$ cat src/rtl/verirsc_pkg.sv
// Shared definitions for the VeriRISC sequencer.
//   OPCODE_W / PHASE_W : field widths
//   HLT..JMP           : opcode values
//   phase_e            : the eight instruction phases (INST_ADDR..STORE)
//   run_e              : RUNNING / HALTED flag held beside the phase
package verirsc_pkg;

    localparam int OPCODE_W = 3;
    localparam int PHASE_W  = 3;

    localparam logic [OPCODE_W-1:0] HLT = 3'd0;
    localparam logic [OPCODE_W-1:0] SKZ = 3'd1;
    localparam logic [OPCODE_W-1:0] ADD = 3'd2;
    localparam logic [OPCODE_W-1:0] AND = 3'd3;
    localparam logic [OPCODE_W-1:0] XOR = 3'd4;
    localparam logic [OPCODE_W-1:0] LDA = 3'd5;
    localparam logic [OPCODE_W-1:0] STO = 3'd6;
    localparam logic [OPCODE_W-1:0] JMP = 3'd7;

    typedef enum logic [PHASE_W-1:0] {
        INST_ADDR  = 3'd0,
        INST_FETCH = 3'd1,
        INST_LOAD  = 3'd2,
        IDLE       = 3'd3,
        OP_ADDR    = 3'd4,
        OP_FETCH   = 3'd5,
        ALU_OP     = 3'd6,
        STORE      = 3'd7
    } phase_e;

    typedef enum logic {
        RUNNING = 1'b0,
        HALTED  = 1'b1
    } run_e;

endpackage

$ cat src/rtl/sequence_controller_phase_counter.sv
// Phase/state register of the sequencer: advances one phase per cycle,
// stalls on memory, wraps STORE -> INST_ADDR, and holds the halt flag.
//   clk, rst_n  : clock, async active-low reset
//   mem_ready   : memory read complete
//   resume      : leaves HALTED
//   op_is_alu   : current opcode reads an operand (stalls in OP_FETCH)
//   op_is_hlt   : current opcode is HLT
//   phase       : current phase (0 while halted)
//   halted      : halt flag
//
// state              | meaning
// RUNNING/INST_ADDR  | PC drives address bus
// RUNNING/INST_FETCH | instruction read, waits for mem_ready
// RUNNING/INST_LOAD  | IR loads
// RUNNING/IDLE       | IR holds, bus settles
// RUNNING/OP_ADDR    | PC increments, HLT branches to HALTED
// RUNNING/OP_FETCH   | operand read, waits for mem_ready on ALU ops
// RUNNING/ALU_OP     | ALU op, SKZ skip, JMP/STO set up
// RUNNING/STORE      | AC load, memory write, jump
// HALTED             | stopped until resume
module phase_counter
    import verirsc_pkg::*;
(
    input  logic               clk,
    input  logic               rst_n,
    input  logic               mem_ready,
    input  logic               resume,
    input  logic               op_is_alu,
    input  logic               op_is_hlt,
    output logic [PHASE_W-1:0] phase,
    output logic               halted
);

    run_e   run_q,   run_d;
    phase_e phase_q, phase_d;

    always_ff @(posedge clk or negedge rst_n) begin
        if (!rst_n) begin
            run_q   <= RUNNING;
            phase_q <= INST_ADDR;
        end else begin
            run_q   <= run_d;
            phase_q <= phase_d;
        end
    end

    always_comb begin
        run_d   = run_q;
        phase_d = phase_q;
        if (run_q == HALTED) begin
            // phase is parked at INST_ADDR so clearing the flag restarts there
            if (resume) run_d = RUNNING;
        end else begin
            case (phase_q)
                INST_FETCH: phase_d = mem_ready ? INST_LOAD : INST_FETCH;
                OP_ADDR: begin
                    if (op_is_hlt) begin
                        run_d   = HALTED;
                        phase_d = INST_ADDR;
                    end else begin
                        phase_d = OP_FETCH;
                    end
                end
                // only opcodes that actually read memory wait here
                OP_FETCH:   phase_d = (op_is_alu && !mem_ready) ? OP_FETCH : ALU_OP;
                default:    phase_d = phase_e'(phase_q + 3'd1);
            endcase
        end
    end

    assign phase  = phase_q;
    assign halted = (run_q == HALTED);

endmodule

$ cat src/rtl/sequence_controller.sv
// VeriRISC instruction sequencer: decodes phase, opcode and zero flag into
// datapath load/enable strobes and memory controls.
//   clk, rst_n          : clock, async active-low reset
//   opcode, zero        : IR opcode field, accumulator-zero flag
//   mem_ready, resume   : memory handshake, halt release
//   sel, rd, wr, data_e : address mux / memory read / write / bus drive
//   ld_ir, ld_ac, ld_pc : register loads; inc_pc : PC increment
//   halt, phase         : halt status, current phase
module sequence_controller
    import verirsc_pkg::*;
#(
    parameter int OPCODE_W = verirsc_pkg::OPCODE_W,
    parameter int PHASE_W  = verirsc_pkg::PHASE_W
) (
    input  logic                clk,
    input  logic                rst_n,
    input  logic [OPCODE_W-1:0] opcode,
    input  logic                zero,
    input  logic                mem_ready,
    input  logic                resume,
    output logic                sel,
    output logic                rd,
    output logic                ld_ir,
    output logic                ld_ac,
    output logic                ld_pc,
    output logic                inc_pc,
    output logic                wr,
    output logic                data_e,
    output logic                halt,
    output logic [PHASE_W-1:0]  phase
);

    logic aluop, is_skz, is_sto, is_jmp, is_hlt, halted;

    assign aluop  = (opcode == ADD) || (opcode == AND) || (opcode == XOR) || (opcode == LDA);
    assign is_skz = (opcode == SKZ);
    assign is_sto = (opcode == STO);
    assign is_jmp = (opcode == JMP);
    assign is_hlt = (opcode == HLT);

    phase_counter u_phase_counter (
        .clk       (clk),
        .rst_n     (rst_n),
        .mem_ready (mem_ready),
        .resume    (resume),
        .op_is_alu (aluop),
        .op_is_hlt (is_hlt),
        .phase     (phase),
        .halted    (halted)
    );

    always_comb begin
        sel    = 1'b0;
        rd     = 1'b0;
        ld_ir  = 1'b0;
        ld_ac  = 1'b0;
        ld_pc  = 1'b0;
        inc_pc = 1'b0;
        wr     = 1'b0;
        data_e = 1'b0;
        halt   = halted;
        if (!halted) begin
            case (phase_e'(phase))
                INST_ADDR:  sel = 1'b1;
                INST_FETCH: begin
                    sel = 1'b1;
                    rd  = 1'b1;
                end
                INST_LOAD, IDLE: begin
                    sel   = 1'b1;
                    rd    = 1'b1;
                    ld_ir = 1'b1;
                end
                OP_ADDR:    inc_pc = 1'b1;
                OP_FETCH:   rd = aluop;
                ALU_OP: begin
                    rd     = aluop;
                    inc_pc = is_skz && zero;
                    ld_pc  = is_jmp;
                    data_e = is_sto;
                end
                STORE: begin
                    rd     = aluop;
                    ld_ac  = aluop;
                    ld_pc  = is_jmp;
                    data_e = is_sto;
                    wr     = is_sto;
                end
                default: ;
            endcase
        end
    end

endmodule

$ cat config.mk
export PLATFORM = sky130hd
export DESIGN_NAME = sequence_controller
export DESIGN_NICKNAME = d
export VERILOG_FILES = /design/src/rtl/verirsc_pkg.sv /design/src/rtl/sequence_controller_phase_counter.sv /design/src/rtl/sequence_controller.sv
export SDC_FILE = /design/constraint.sdc
export NUM_CORES = 1
export LEC_CHECK = 0
export ABC_AREA = 0
export CAP_MARGIN = 20
export CORE_AREA = 5 5 42 44
export DETAILED_ROUTE_END_ITERATION = 8
export DIE_AREA = 0 0 47 49
export SLEW_MARGIN = 5
export SYNTH_ARGS = -nofsm -noshare
export SYNTH_HDL_FRONTEND = slang
export SYNTH_SLANG_ARGS = --single-unit
$ cat constraint.sdc
create_clock -name clk -period 4.8 [get_ports clk]
set_input_delay 1.2 -clock clk [delete_from_list [all_inputs] [get_ports clk]]
set_output_delay 1.2 -clock clk [all_outputs]
set_load 0.01 [all_outputs]
### Word level (Yosys, flattened, before mapping)

Cells that the tools add are included.

| cells by class | value |
|---|---|
| add/sub/neg operators | 1 |
| equality and inequality tests | 14 |
| mux-type cells | 24 |
| reductions and logical operators | 13 |

Operator list:

| kind | count |
|---|---|
| 3-bit == test, second input constant | 8 |
| 1-bit two-way mux | 18 |
| 3-bit by 2-bit == test with 1-bit output, second input constant | 4 |
| 3-bit case mux with 3 select lines | 1 |
| 3-bit by 1-bit == test with 1-bit output, second input constant | 2 |
| 3-bit zero test | 2 |
| 3-bit OR reduction | 2 |
| 2-bit two-way mux | 2 |
| 1-bit case mux with 2 select lines | 2 |
| 2-bit OR reduction | 2 |
| 4-bit OR reduction | 1 |
| 3-bit by 1-bit adder with 3-bit output, second input constant | 1 |
| 1-bit logical OR | 3 |
| 3-bit two-way mux | 1 |
| 1-bit logical AND | 2 |
| 1-bit zero test | 1 |

| storage, ports and cells | value |
|---|---|
| bits in registers | 4 |
| input port bits | 8 |
| output and inout bits | 12 |
| word-level logic and storage cells | 54 |

### Longest topological paths before layout

| logic depth | value |
|---|---|
| depth in word-level cells | 7 |
| gate-level depth with buffers | 5 |
| mapped depth without buffers | 5 |

### Hierarchy

Synthesis repeated with hierarchy kept, for this count alone.

| second synthesis, totals | value |
|---|---|
| cells, all modules | 49 |
| area total of the unflattened synthesis | 436.7 µm² |

Modules (own cells, without submodules):

| module | times used | cells an instance | area an instance (µm²) | sequential area each (µm²) |
|---|---|---|---|---|
| phase_counter | 1 | 34 | 316.6 | 100.1 |
| sequence_controller | 1 | 15 | 120.1 | 0.0 |

### Least setup slack after synthesis

OpenSTA, ideal clock, no wires.

| path | value |
|---|---|
| kind | input port to output port |
| from | in opcode[1] |
| to | out rd |
| data arrival time | 1.806 ns |
| required time | 3.600 ns |
| path slack | 1.794 ns |
| stages on the path | 3 |
| buffers on the path | 0 |
| cells stage by stage | xnor2_1 a21oi_1 a22o_1 |

| on the way | value |
|---|---|
| cells in the longest elaborated chain, start to end | 6 |
| elaborated cells on any way between the ends | 9 |
| those cells by class | eq/ne: 4; mux: 2; reduce/logical: 3 |

Ends and longest elaborated chain:

| element | line | RTL |
|---|---|---|
| start, declared | sequence_controller.sv:17 | `input logic [OPCODE_W-1:0] opcode,` |
| 3-bit by 2-bit == test with 1-bit output | sequence_controller.sv:35 | `assign aluop = (opcode == ADD) \|\| (opcode == AND) \|\| (opcode == XOR) \|\| (opcode == LDA);` |
| 1-bit logical OR (2 in series) | sequence_controller.sv:35 |  |
| 1-bit logical OR (*) | sequence_controller.sv:35 |  |
| 1-bit case mux with 2 select lines (*) | sequence_controller.sv:63 | `case (phase_e'(phase))` |
| 1-bit two-way mux (*) | sequence_controller.sv:62 | `if (!halted) begin` |
| end, declared | sequence_controller.sv:22 | `output logic rd,` |

Every way passes the cells marked *; elsewhere a longest branch is shown, timed or not.

### Worst setup path after layout

Ends and elaborated chain as after synthesis.

==> impl_metrics.tcl <==
set metrics [dict create \
    setup_viol 0 \
    async_reset_ff_share_pct 100 \
    ios 20 \
    maxCapViolCount 0 \
    finalWorstSetupSlack_ns 0.756 \
    fin_worst_skew_ns 0.00269 \
    worstPathArrival_ns 2.84 \
    htreeDepth 1 \
    grt_pass1_wl_mm 1.95 \
    cts_setup_buffers 0 \
    ys_ff_latch 4 \
    clock_path_buffers 2 \
    crit_path_max_fanout 5 \
    routed_wl_mm 1.16 \
    dr_total_vias 468 \
    grt_max_degree 15 \
    track_usage_pct 11.4 \
    nNetsFinal 89 \
    post-place-cells 86 \
    tritoncts "yes" \
    crit_type "input pin to output port" \
    final_util_pct 45.9 \
    period_share_pct 84.2 \
    start_kind "input pin" \
    slew_viol_final 0 \
    synthesis.instances 52 \
    max_stage_delay_ns 0.47 \
    io_buffers 19 \
    clock_latency_ns 0.23 \
    ant_nets 0 \
    tns_ns 0 \
    powerDensity_nw_per_um2 621 \
    timing.fmax_mhz 247 \
    cts_resized 0 \
    die_x_um 47 \
    cp_slowest_cell "clkdlybuf4s50_1" \
    synth_edf_count 0 \
    vias_per_cell 5.26 \
    cp-end-kind "output port" \
    wl_per_cell_um 13.1 \
    slew_headroom_pct 69.3 \
    synth_flop_cell "dfrtp_1" \
    overflow 0 \
    die_h_um 49 \
    finalNonFillerCells 89 \
    syn_nets 66 \
    ctsRootBufferMaster "clkbuf_4" \
    grt_pass1_vias 459 \
    cts_hold_buf 0 \
    syn-cell-area_um2 414 \
    route.detailed.drc 0 \
    yosysWarningCount 0 \
    final.min_clock_period_ns 4.04 \
    final-hold-violation-count 0 \
    worst_path_most_repeated_cell "clkdlybuf4s50_1" \
    cts.sinks 4 \
    worstPathRequired_ns 3.60 \
    globalplace.congestion 0.732 \
    synth-seq-area-share_pct 24.2 \
    netlist-cell-type-count 24 \
    cts-buffers-inserted 3 \
    detailedPlace.worstSlack_ns 0.746 \
    area_growth_pct 55.3 \
    rows 14 \
    clkTransAtPathRegs_ns 0.04 \
    dp_hpwl_um 917 \
    drive_above_1_share_pct 8.22 \
    first_pass_iters 4 \
    nFillCells 141 \
    dr.first_iter.drc_count 9 \
    tightest_slew_ns 0.460 \
    max-vdd-ir-drop_mv 0.305 \
    diodes 0 \
    syn_area_per_cell_um2 7.96 \
    core_um2 1400 \
    whs_ns 0.576 \
    antenna_found_initial 0 \
    p_leak_nw 0.276 \
    path_cells "clkdlybuf4s50_1 > xnor2_1 > a21oi_1 > a22o_1 > clkdlybuf4s50_1" \
    worstHoldPathType "flop to flop" \
    initial_core_util_pct 29.6 \
    dieArea_um2 2300 \
    rsz0062_at_grt "no" \
    status "completed" \
]
==> per-layer routing <==
layer	routed length, um	track usage [%]	up-vias
met5	0	0	-
met2	556	16.3	14
met3	56	2.21	2
met1	535	15.9	222
met4	15	5.53	0
li1	-	-	230
==> synth_stat cells, types with 2 or more instances <==
master | number | share of area (%)
o31ai_1 | 2 | 3.6
dfrtp_1 | 4 | 24
a21oi_1 | 7 | 8.5
nor4_1 | 2 | 3.0
nor2_1 | 7 | 6.3
inv_1 | 5 | 4.5
ha_1 | 6 | 18
nand2_1 | 3 | 2.7
==> per-stage QoR <==
step                      cell area (um2)  power (mW)
after floorplan                       414       0.237
after global placement                621       0.359
after detailed placement              621       0.358
after CTS                             643       0.405
after global routing                  643       0.439
final                                 643       0.399
==> area by class of cell <==
class,count,area [um2],share of cell area [%]
inverters,5,18.8,2.92
flip-flops and latches,4,100,15.6
multi-input cells,42,292,45.3
repair buffers,19,190,29.6
clock buffers,3,22.5,3.50
well taps,16,20.0,3.11
==> worst max-delay path: cells and delay by family <==
kind,cells,cell delay (ns)
compound gates,2,0.33
xor+xnor,1,0.37
buf+inv,2,0.94
==> cell usage in the layout (no fill, tap or decap), types with 2 or more instances in the layout <==
cell,instances
clkdlybuf4s50_1,19
a21oi_1,7
o31ai_1,2
ha_1,6
clkbuf_4,3
inv_1,5
nor2_1,7
nor4_1,2
nand2_1,3
dfrtp_1,4
==> cell families (layout without fill, tap and decap cells) <==
logic type | count (synthesis) | in the layout | synth area share (%)
adder cells (fa/ha/maj) | 6 | 6 | 18.1
flip-flops | 4 | 4 | 24.2
multiplexers | 1 | 1 | 2.42
AO/OA/AOI/OAI | 15 | 15 | 23.6
XOR/XNOR | 1 | 1 | 2.12
buffers and inverters | 6 | 27 | 5.44
AND/OR/NAND/NOR | 19 | 19 | 24.2
==> worst paths after layout <==
kind / startpoint / endpoint / slack (ns) / cells past startpoint
worst max-delay path: opcode[1] / rd / 0.76 / 5
worst min-delay path: u_phase_counter.phase[1]$_DFFE_PN0N_ / u_phase_counter.phase[1]$_DFFE_PN0N_ / 0.58 / 2
worst max register to register: u_phase_counter.phase[0]$_DFFE_PN0N_ / u_phase_counter.phase[0]$_DFFE_PN0N_ / 3.07 / 5
worst min register to register: u_phase_counter.phase[1]$_DFFE_PN0N_ / u_phase_counter.phase[1]$_DFFE_PN0N_ / 0.58 / 2
max in group asynchronous: rst_n / u_phase_counter.phase[1]$_DFFE_PN0N_ / 3.47 / 1
min in group asynchronous: rst_n / u_phase_counter.phase[0]$_DFFE_PN0N_ / 1.17 / 1
==> registers in the layout, indices dropped and copies added (netlist names) <==
register,count
u_phase_counter.phase,3
u_phase_counter.halted,1
==> power breakdown <==
part           leakage, nW  internal [mW]  switching [mW]  total (mW)
Combinational        0.214          0.151           0.129       0.281
Clock               0.0138         0.0279          0.0135      0.0414
Sequential          0.0486         0.0494          0.0279      0.0773
Total                0.276          0.229           0.171       0.399
No activity file was read; power rests on OpenSTA's default activity.
